File: src/rtl/pc_sequencer.sv
// -----------------------------------------------------------------------------
// pc_sequencer
//   Next-PC and call-stack unit ahead of fetch/decode. Each cycle it inspects
//   the instruction word at instrmem[pc] and produces the next fetch address.
//   It resolves jump / call / ret (and the OPaddr word that follows a control
//   word), and stalls fetch on jumpf until the PE reports the condition.
//
//   Optional feature macro: PCSEQ_STACK_ERR_EN
//     defined   : err is set on stack overflow, ret underflow or a malformed
//                 OPaddr word. Once err=1 all state freezes (like halt) and
//                 stall=1 until reset.
//     undefined : err stays 0. Overflow silently drops the oldest entry,
//                 an underflowing ret and a malformed OPaddr word fall
//                 through to pc+1.
//
// Ports
//   clk         in   1        rising-edge clock
//   reset       in   1        asynchronous active-low reset
//   halt        in   1        1 = hold every register
//   ir          in   WIDTH    instruction word at instrmem[pc]
//   cond_valid  in   1        jumpf condition valid (only looked at in WAIT)
//   cond_zero   in   1        jumpf operand was zero -> branch taken
//   pc          out  WIDTH    fetch address
//   stall       out  1        fetch must issue OPnop this cycle
//   depth       out  DEPTH_W  entries on the call stack
//   err         out  1        sticky error flag
// -----------------------------------------------------------------------------
module pc_sequencer #(
    parameter int unsigned WIDTH       = 16,
    parameter int unsigned STACK_DEPTH = 4,
    parameter int unsigned DEPTH_W     = 3
) (
    input  logic               clk,
    input  logic               reset,
    input  logic               halt,
    input  logic [WIDTH-1:0]   ir,
    input  logic               cond_valid,
    input  logic               cond_zero,
    output logic [WIDTH-1:0]   pc,
    output logic               stall,
    output logic [DEPTH_W-1:0] depth,
    output logic               err
);

`ifdef PCSEQ_STACK_ERR_EN
    localparam logic ERR_EN_C = 1'b1;
`else
    localparam logic ERR_EN_C = 1'b0;
`endif

    localparam int unsigned IDX_W = DEPTH_W - 1;

    localparam logic [WIDTH-1:0]   PC_ONE_C     = WIDTH'(1'b1);
    localparam logic [WIDTH-1:0]   PC_TWO_C     = WIDTH'(2'd2);
    localparam logic [DEPTH_W-1:0] DEPTH_ONE_C  = DEPTH_W'(1'b1);
    localparam logic [DEPTH_W-1:0] DEPTH_FULL_C = DEPTH_W'(STACK_DEPTH);
    localparam logic [IDX_W-1:0]   IDX_ONE_C    = IDX_W'(1'b1);

    typedef enum logic [1:0] {
        ST_RUN  = 2'd0,
        ST_ADDR = 2'd1,
        ST_WAIT = 2'd2
    } state_t;

    typedef enum logic [1:0] {
        K_NONE  = 2'd0,
        K_JUMP  = 2'd1,
        K_CALL  = 2'd2,
        K_JUMPF = 2'd3
    } kind_t;

    state_t             state_r;
    state_t             state_nx_s;
    kind_t              kind_r;
    kind_t              kind_nx_s;
    logic [7:0]         lo_r;
    logic [7:0]         lo_nx_s;
    logic [7:0]         hi_r;
    logic [7:0]         hi_nx_s;
    logic [WIDTH-1:0]   pc_nx_s;
    logic               push_s;
    logic               pop_s;
    logic               err_set_s;
    logic               hold_s;
    logic [WIDTH-1:0]   stack_r [STACK_DEPTH];

    logic [3:0]         op_s;
    logic               is_ret_s;
    logic               is_addr_s;
    logic               full_s;
    logic               empty_s;
    logic [IDX_W-1:0]   top_idx_s;
    logic [WIDTH-1:0]   top_s;
    logic [WIDTH-1:0]   push_val_s;
    logic [WIDTH-1:0]   target_s;
    logic               unused_ir_s;

    assign op_s        = ir[15:12];
    assign is_ret_s    = (op_s == 4'h0) && (ir[3:0] == 4'h1);
    assign is_addr_s   = (op_s == 4'hF);
    assign unused_ir_s = ^ir[11:8];

    assign full_s      = (depth == DEPTH_FULL_C);
    assign empty_s     = (depth == {DEPTH_W{1'b0}});
    assign top_idx_s   = depth[IDX_W-1:0] - IDX_ONE_C;
    assign top_s       = stack_r[top_idx_s];
    // pc points at the OPaddr word when a call is resolved; the call word is one before.
    assign push_val_s  = pc - PC_ONE_C;
    // In WAIT the high byte comes from the latched OPaddr word so ir may change freely.
    assign target_s    = (state_r == ST_WAIT) ? WIDTH'({hi_r, lo_r}) : WIDTH'({ir[7:0], lo_r});

    // A raised err freezes the sequencer exactly like halt.
    assign hold_s      = halt | err;
    assign stall       = (state_r == ST_WAIT) | err;

    // Next-state, next-pc and stack control decode.
    always_comb begin
        state_nx_s = state_r;
        kind_nx_s  = kind_r;
        lo_nx_s    = lo_r;
        hi_nx_s    = hi_r;
        pc_nx_s    = pc;
        push_s     = 1'b0;
        pop_s      = 1'b0;
        err_set_s  = 1'b0;
        case (state_r)
            ST_RUN: begin
                if (is_ret_s) begin
                    if (!empty_s) begin
                        pc_nx_s = top_s + PC_TWO_C;
                        pop_s   = 1'b1;
                    end else begin
                        pc_nx_s   = pc + PC_ONE_C;
                        err_set_s = 1'b1;
                    end
                end else if ((op_s == 4'hC) || (op_s == 4'hD) || (op_s == 4'hE)) begin
                    lo_nx_s    = ir[7:0];
                    pc_nx_s    = pc + PC_ONE_C;
                    state_nx_s = ST_ADDR;
                    case (op_s)
                        4'hC:    kind_nx_s = K_CALL;
                        4'hD:    kind_nx_s = K_JUMP;
                        default: kind_nx_s = K_JUMPF;
                    endcase
                end else begin
                    pc_nx_s = pc + PC_ONE_C;
                end
            end
            ST_ADDR: begin
                if (!is_addr_s) begin
                    // Malformed address word: drop the control word and move on.
                    err_set_s  = 1'b1;
                    pc_nx_s    = pc + PC_ONE_C;
                    state_nx_s = ST_RUN;
                end else begin
                    case (kind_r)
                        K_JUMP: begin
                            pc_nx_s    = target_s;
                            state_nx_s = ST_RUN;
                        end
                        K_CALL: begin
                            push_s     = 1'b1;
                            err_set_s  = full_s;
                            pc_nx_s    = target_s;
                            state_nx_s = ST_RUN;
                        end
                        K_JUMPF: begin
                            hi_nx_s    = ir[7:0];
                            state_nx_s = ST_WAIT;
                        end
                        default: begin
                            pc_nx_s    = pc + PC_ONE_C;
                            state_nx_s = ST_RUN;
                        end
                    endcase
                end
            end
            ST_WAIT: begin
                if (cond_valid) begin
                    pc_nx_s    = cond_zero ? target_s : (pc + PC_ONE_C);
                    state_nx_s = ST_RUN;
                end else begin
                    pc_nx_s = pc;
                end
            end
            default: begin
                state_nx_s = ST_RUN;
            end
        endcase
    end

    // Control registers: pc, FSM state, pending control word, depth and err.
    always_ff @(posedge clk or negedge reset) begin
        if (!reset) begin
            state_r <= ST_RUN;
            kind_r  <= K_NONE;
            lo_r    <= 8'h00;
            hi_r    <= 8'h00;
            pc      <= {WIDTH{1'b0}};
            depth   <= {DEPTH_W{1'b0}};
            err     <= 1'b0;
        end else if (!hold_s) begin
            state_r <= state_nx_s;
            kind_r  <= kind_nx_s;
            lo_r    <= lo_nx_s;
            hi_r    <= hi_nx_s;
            pc      <= pc_nx_s;
            if (push_s && !full_s) begin
                depth <= depth + DEPTH_ONE_C;
            end else if (pop_s) begin
                depth <= depth - DEPTH_ONE_C;
            end
            err     <= err | (ERR_EN_C & err_set_s);
        end
    end

    // Call stack storage; a push into a full stack shifts out the oldest entry.
    always_ff @(posedge clk or negedge reset) begin
        if (!reset) begin
            for (int i = 0; i < STACK_DEPTH; i++) begin
                stack_r[i] <= {WIDTH{1'b0}};
            end
        end else if (!hold_s && push_s) begin
            if (full_s) begin
                for (int i = 0; i < STACK_DEPTH - 1; i++) begin
                    stack_r[i] <= stack_r[i + 1];
                end
                stack_r[STACK_DEPTH - 1] <= push_val_s;
            end else begin
                stack_r[depth[IDX_W-1:0]] <= push_val_s;
            end
        end
    end

endmodule

File: config.mk
export PLATFORM = sky130hd
export DESIGN_NAME = pc_sequencer
export DESIGN_NICKNAME = d
export VERILOG_FILES = /design/src/rtl/pc_sequencer.sv
export SDC_FILE = /design/constraint.sdc
export NUM_CORES = 1
export LEC_CHECK = 0
export CAP_MARGIN = 25
export CORE_ASPECT_RATIO = 2
export CORE_MARGIN = 8
export CORE_UTILIZATION = 34
export DETAILED_ROUTE_END_ITERATION = 8
export GPL_TIMING_DRIVEN = 0
export PLACE_DENSITY = 0.57
export SYNTH_ARGS = -nofsm -noshare
export SYNTH_HDL_FRONTEND = slang
export SYNTH_SLANG_ARGS = --single-unit
File: constraint.sdc
create_clock -name clk -period 3.8 [get_ports clk]
set_input_delay 0.76 -clock clk [delete_from_list [all_inputs] [get_ports clk]]
set_output_delay 0.76 -clock clk [all_outputs]
set_load 0.005 [all_outputs]
* Yosys cells after proc, flatten, opt, wreduce, memory -nomap -nowiden
Cells that the tools add are included.
** Word-level totals
- Bits of input ports :: 21
- Register bits after elaboration :: 103
** Cells by class
- Equal/unequal tests :: 15
- Muxes and demuxes :: 30
- Bitwise gates (word level) :: 4
- Add/sub/neg operators :: 6
- Magnitude comparators :: 3
- Reduce and logical (&&, ||, !) cells :: 19
** Operators with widths (count)
- 2-to-1 mux 16 bit :: 9
- bitwise mux 64 bit :: 1
- 2-to-1 mux 64 bit :: 1
- one-hot mux 16 bit (3 select lines) :: 1
- binary-select mux 16 bit (select 2 bit) :: 1
- demux 16 bit (select 2 bit) :: 1
- one-hot mux 16 bit (2 select lines) :: 1
- adder 16 x 1 -> 16 bit, second input constant :: 1
- adder 16 x 2 -> 16 bit, second input constant :: 1
- == test 4 bit, second input constant :: 4
- AND reduction 4 bit :: 4
- subtractor 16 x 1 -> 16 bit, second input constant :: 1
- 2-to-1 mux 2 bit :: 5
- == test 2 bit, second input constant :: 3
- greater-or-equal comparator 3 bit, second input constant :: 2
- 2-to-1 mux 1 bit :: 6
- 2-to-1 mux 3 bit :: 2
- != test 2 bit, second input constant :: 3
- inverter 2 -> 3 bit :: 2
- one-hot mux 2 bit (3 select lines) :: 1
- == test 2 x 1 -> 1 bit, second input constant :: 2
- == test 4 x 1 -> 1 bit, second input constant :: 1
- logical AND 1 bit :: 4
- logical NOT 4 bit :: 1
- 16 further kinds :: 19

* Logic depth before layout (Yosys ltp)
- Depth after elaboration :: 9
- Mapped depth :: 14
- Gate-level depth less buffers :: 9

* Worst setup path after synthesis
Ideal clock, no wire load.
- Kind :: reg-to-reg
- From :: reg depth[0]
- To :: reg pc[13]
- Setup time :: 0.078 ns
- Setup slack :: 0.866 ns
- Data arrival time :: 2.856 ns
- Required time :: 3.722 ns
- Clock period less this slack :: 2.934 ns
- Cell stages (with the launch flop) :: 15
- Path through :: dfrtp_1 > buf_6 > buf_6 > inv_1 > ha_1 > buf_2 > buf_4 > mux4_2 > ha_1 > and4_1 > buf_2 > nand2_1 > or3_1 > o211ai_1 > o2bb2ai_1
** Between the ends
- Longest elaborated chain between the ends :: 9
- Elaborated cells on any way between the ends :: 10
** RTL lines
- start, declared :: RTL line 41 : output logic [DEPTH_W-1:0] depth,
- start signal, assigned :: RTL line 200 : depth <= {DEPTH_W{1'b0}};
- start signal, assigned :: RTL line 209 : depth <= depth + DEPTH_ONE_C;
- start signal, assigned :: RTL line 211 : depth <= depth - DEPTH_ONE_C;
- subtractor 2 x 1 -> 2 bit :: RTL line 105 : assign top_idx_s = depth[IDX_W-1:0] - IDX_ONE_C;
- named net top_idx_s[0] :: RTL line 92 : logic [IDX_W-1:0] top_idx_s;
- inverter 2 -> 3 bit (implied by the code) :: RTL line 106 : assign top_s = stack_r[top_idx_s];
- binary-select mux 16 bit (select 2 bit) :: RTL line 106
- 2-to-1 mux 16 bit (implied by the code) (2 in series) :: RTL line 106
- adder 16 x 2 -> 16 bit :: RTL line 130 : pc_nx_s = top_s + PC_TWO_C;
- 2-to-1 mux 16 bit :: RTL line 129 : if (!empty_s) begin
- 2-to-1 mux 16 bit :: RTL line 128 : if (is_ret_s) begin
- one-hot mux 16 bit (3 select lines) :: RTL line 126 : case (state_r)
- end signal, assigned :: RTL line 199 : pc <= {WIDTH{1'b0}};
- end signal, assigned :: RTL line 207 : pc <= pc_nx_s;
- end, declared :: RTL line 39 : output logic [WIDTH-1:0] pc,
The timed path passes the listed nets, and every way through them passes these cells. The select of a mux whose other input is x is not followed.
A chain may end at the register's enable or synchronous reset.

* Final worst setup path
Ends and elaborated chain as after synthesis.

==> summary.md <==
| Metric | Value |
|---|---|
| Status | finished clean |
| # H-tree levels | 3 |
| Post-Syn Instances | 672 |
| CTS Buffer Depth | 2 |
| Period utilization | 0.9421 |
| Global route overflow | 0 |
| Via/cell ratio | approximately 5.7 |
| CP max stage delay | between 400 and 500 ps |
| Cts hold-fix bufs | 0 |
| Vias in the first global route | roughly 5600 |
| Largest net degree at the start of global routing | 65 |
| Yosys top cell area share | 0.4091 |
| Worst Max-Slew Pin Slew | 1041 ps |
| # port buffers | 35 |
| Vias post-DR | about 5400 |
| CP Data Required Time | 4060 ps |
| Drt initial violations | 376 |
| Post-Syn Area per Cell | between 9 and 10 um2 |
| I/O pin count | 42 |
| Post-synth ARST share | 1.000 |
| Post-synth EDFFs | 0 |
| Die area | roughly 0.023 mm2 |
| Worst-path fanout max | 10 |
| Die W | ~110 um |
| Synth unique cells | 67 |
| Syn nets | 707 |
| Slew Limit Fails | 0 |
| Int Pwr | about 2.3 mW |
| Top delay family on crit path | buffers and inverters |
| Pwr dens | 527.8 mW/mm2 |
| Share of cells above drive strength 1 | 0.1103 |
| Worst-Skew Late Latency | ~360 ps |
| Core Region | between 0.015 and 0.02 mm2 |
| Final HPWL DP | 15740 um |
| Peak supply drop | between 0.0002 and 0.00025 V |
| Leak pwr | between 3 and 4 nW |
| Hold WC Path Type | in2async |
| Switching Power | between 1 and 1.5 mW |
| Final std cells w/o fill | around 940 |
| TritonCTS clock tree | yes |
| Minimum clock period | about 3600 ps |
| Logic pwr share | 0.403 |
| Initial DRT Pass Iterations | 5 |
| Reg power frac | 0.357 |
| Starting Density | 0.3458 |
| Primary FF master, synth | dfrtp_1 |
| FP Rows | 70 |
| Fin Clk Skew | ~7.5 ps |
| Antenna Cells | 0 |
| Die height | 208.5 um |
| Layout net count | between 700 and 800 |
| Final design area excluding fillers | between 0.007 and 0.008 mm2 |
| Final hold violations | 0 |
| Switching Fraction | 0.3906 |
| First-pass GRT wire length | ~32000 um |
| Worst Path Arrival | 3840 ps |
| Initial antenna violation count | 0 |
| CTS Buf Count | 9 |
| CP max-delay cell | dfrtp_2 |
| Worst Setup Path Type | reg2reg |
| CP cell instances | buf_6, buf_6, inv_1, ha_1, buf_2, buf_4, mux4_2, ha_1, and4_1, buf_2, nand2_1, or3_1, o211ai_1, o2bb2ai_1 |
| Max-cap viol count | 0 |
| Syn Std Cell Area | roughly 0.0063 mm2 |
| Post-CTS Setup Inserts | 0 |
| Top cells by area, synth | dfrtp_1 41%, nand2_1 4.8%, mux2_2 4.5% |
| Power share of the clock group | 0.240 |
| Gr usage total | 0.1794 |
| Clk sinks | roughly 100 |
| Area Overhead vs Synth | 15.00% |
| Setup violations, final | 0 |
| Drc violations | 0 |
| Filler cell count | 1820 |
| Relative slew slack | 0.3010 |
| Buffers & Inverters on Critical Path | 6 |
| Smallest hold slack | just under 400 ps |
| Sequential-to-total area share from yosys stat | 0.4091 |
| Crit end category | flip-flop |
| Placed Cells incl. Taps | about 930 |
| Cell chosen for the clock root | clkbuf_16 |
| CP startpoint kind | flip-flop |
| Placed Area | approximately 0.0070 mm2 |
| Yosys reg bits | slightly above 100 |
| RSZ-0062 raised after global routing | false |
| Clk slew on worst S/H paths | around 70 ps |
| Final WL | 20660 um |
| Routed Antenna Nets | 0 |
| GPL Wtd Cong | approximately 0.94 |
| Total power | about 3.8 mW |
| Yosys warnings | 0 |
| Largest area contributor in the netlist | dfrtp_1 |
| Fmax achieved | between 200 and 300 MHz |
| Routed length per instance | approximately 22 um |
## cell families (layout without fill, tap and decap cells)
| logic type | count (synthesis) | after routing | synth area share |
|---|---|---|---|
| and+or+nand+nor | 215 | 215 | 0.1623 |
| AOI/OAI and AO/OA | 181 | 181 | 0.1756 |
| DFF | 103 | 103 | 0.4091 |
| buffers and inverters | 65 | 118 | 0.04488 |
| muxes | 51 | 51 | 0.1202 |
| xor gates and xnor gates | 42 | 42 | 0.05839 |
| adders and majority gates | 14 | 14 | 0.02900 |
| other | 1 | 1 | 0.0005953 |
## final timing paths
check                                 start           to  slack, ps  cells past startpoint
min in group clk                stack_r[58]  stack_r[58]        490                      2
worst max-delay path               depth[0]       pc[13]        220                     14
worst min register to register  stack_r[58]  stack_r[58]        490                      2
max in group asynchronous             reset  stack_r[59]       2680                      2
worst min-delay path                  reset  stack_r[17]        390                      1
worst max register to register     depth[0]       pc[13]        220                     14
## sequential cells by signal (all words and copies together), names as in the netlist
name and count:
depth 3, lo_r 8, hi_r 8, pc 16, kind_r 2, state_r 2, stack_r 64
## power groups by stage
stage | registers (mW) | clock network, mW | logic (mW)
2_1_floorplan | 1.34 | 0 | 1.01
3_3_place_gp | 1.38 | 0 | 1.52
3_5_place_dp | 1.38 | 0 | 1.53
4_1_cts | 1.36 | 0.935 | 1.54
5_1_grt | 1.38 | 0.970 | 1.68
6_report | 1.36 | 0.919 | 1.54
## worst register-to-register path: cells and delay by family (launching register included)
kind	cells	cell delay, ps
buffers and inverters	6	1250
AND/OR/NAND/NOR	3	600
adder cells (fa/ha/maj)	2	520
flip-flops	1	440
AO/OA/AOI/OAI	2	380
multiplexers	1	290
## Yosys cell counts, types with 6 or more instances
library cell and instances:
clkbuf_1 37, a31oi_1 6, and3_1 7, o21ai_0 46, nand2_1 80, nor3_1 10
o22ai_1 31, xnor2_1 24, mux2_2 25, o211ai_1 6, buf_2 7, nor2_1 65
nand3_1 15, inv_1 16, a21oi_1 52, mux4_2 12, xor2_1 18, dfrtp_1 103
mux2i_1 10, ha_1 13
## metal layers
metal  up-vias  wire length [um]  global-route usage
met5         -                 0                   0
met4         0              1181              0.1218
met3        67               528             0.02263
met2       159             11610              0.3449
met1      2634              7344              0.1708
li1       2533                 -                   -
## final cells by class
class	count	area, um2	area share
repair buffers	38	392.9	0.05423
multi-input cells	504	3440	0.4748
flip-flops and latches	103	2579	0.3560
inverters	16	60.06	0.008290
clock buffers	10	239.0	0.03299
well taps	216	270.3	0.03731
clock inverters	5	41.29	0.005699
plain buffers	49	222.7	0.03074
## placed cells by master (no fill, tap or decap), types with 18 or more instances in the layout
cell             count
a21oi_1             52
nand2_1             80
xnor2_1             24
mux2_2              25
o21ai_0             46
dfrtp_1            102
o22ai_1             31
clkbuf_1            37
xor2_1              18
clkdlybuf4s50_1     34
nor2_1              65
## metrics by stage
stage | TNS, ps | setup WS (ps) | util
floorplan | 0 | 866.3 | -
CTS | 0 | 145.5 | 0.3976
global placement | -228210 | -2230 | 0.3799
finish | 0 | 219.9 | 0.3977
detailed placement | 0 | 165.3 | 0.3822
global route | 0 | 70.95 | 0.3977
## timing repair
action                     CTS  global route
hold endpoints to repair     0             0
setup endpoints to repair    0             1
gates resized for setup      0             1
No activity file was read; power rests on OpenSTA's default activity.
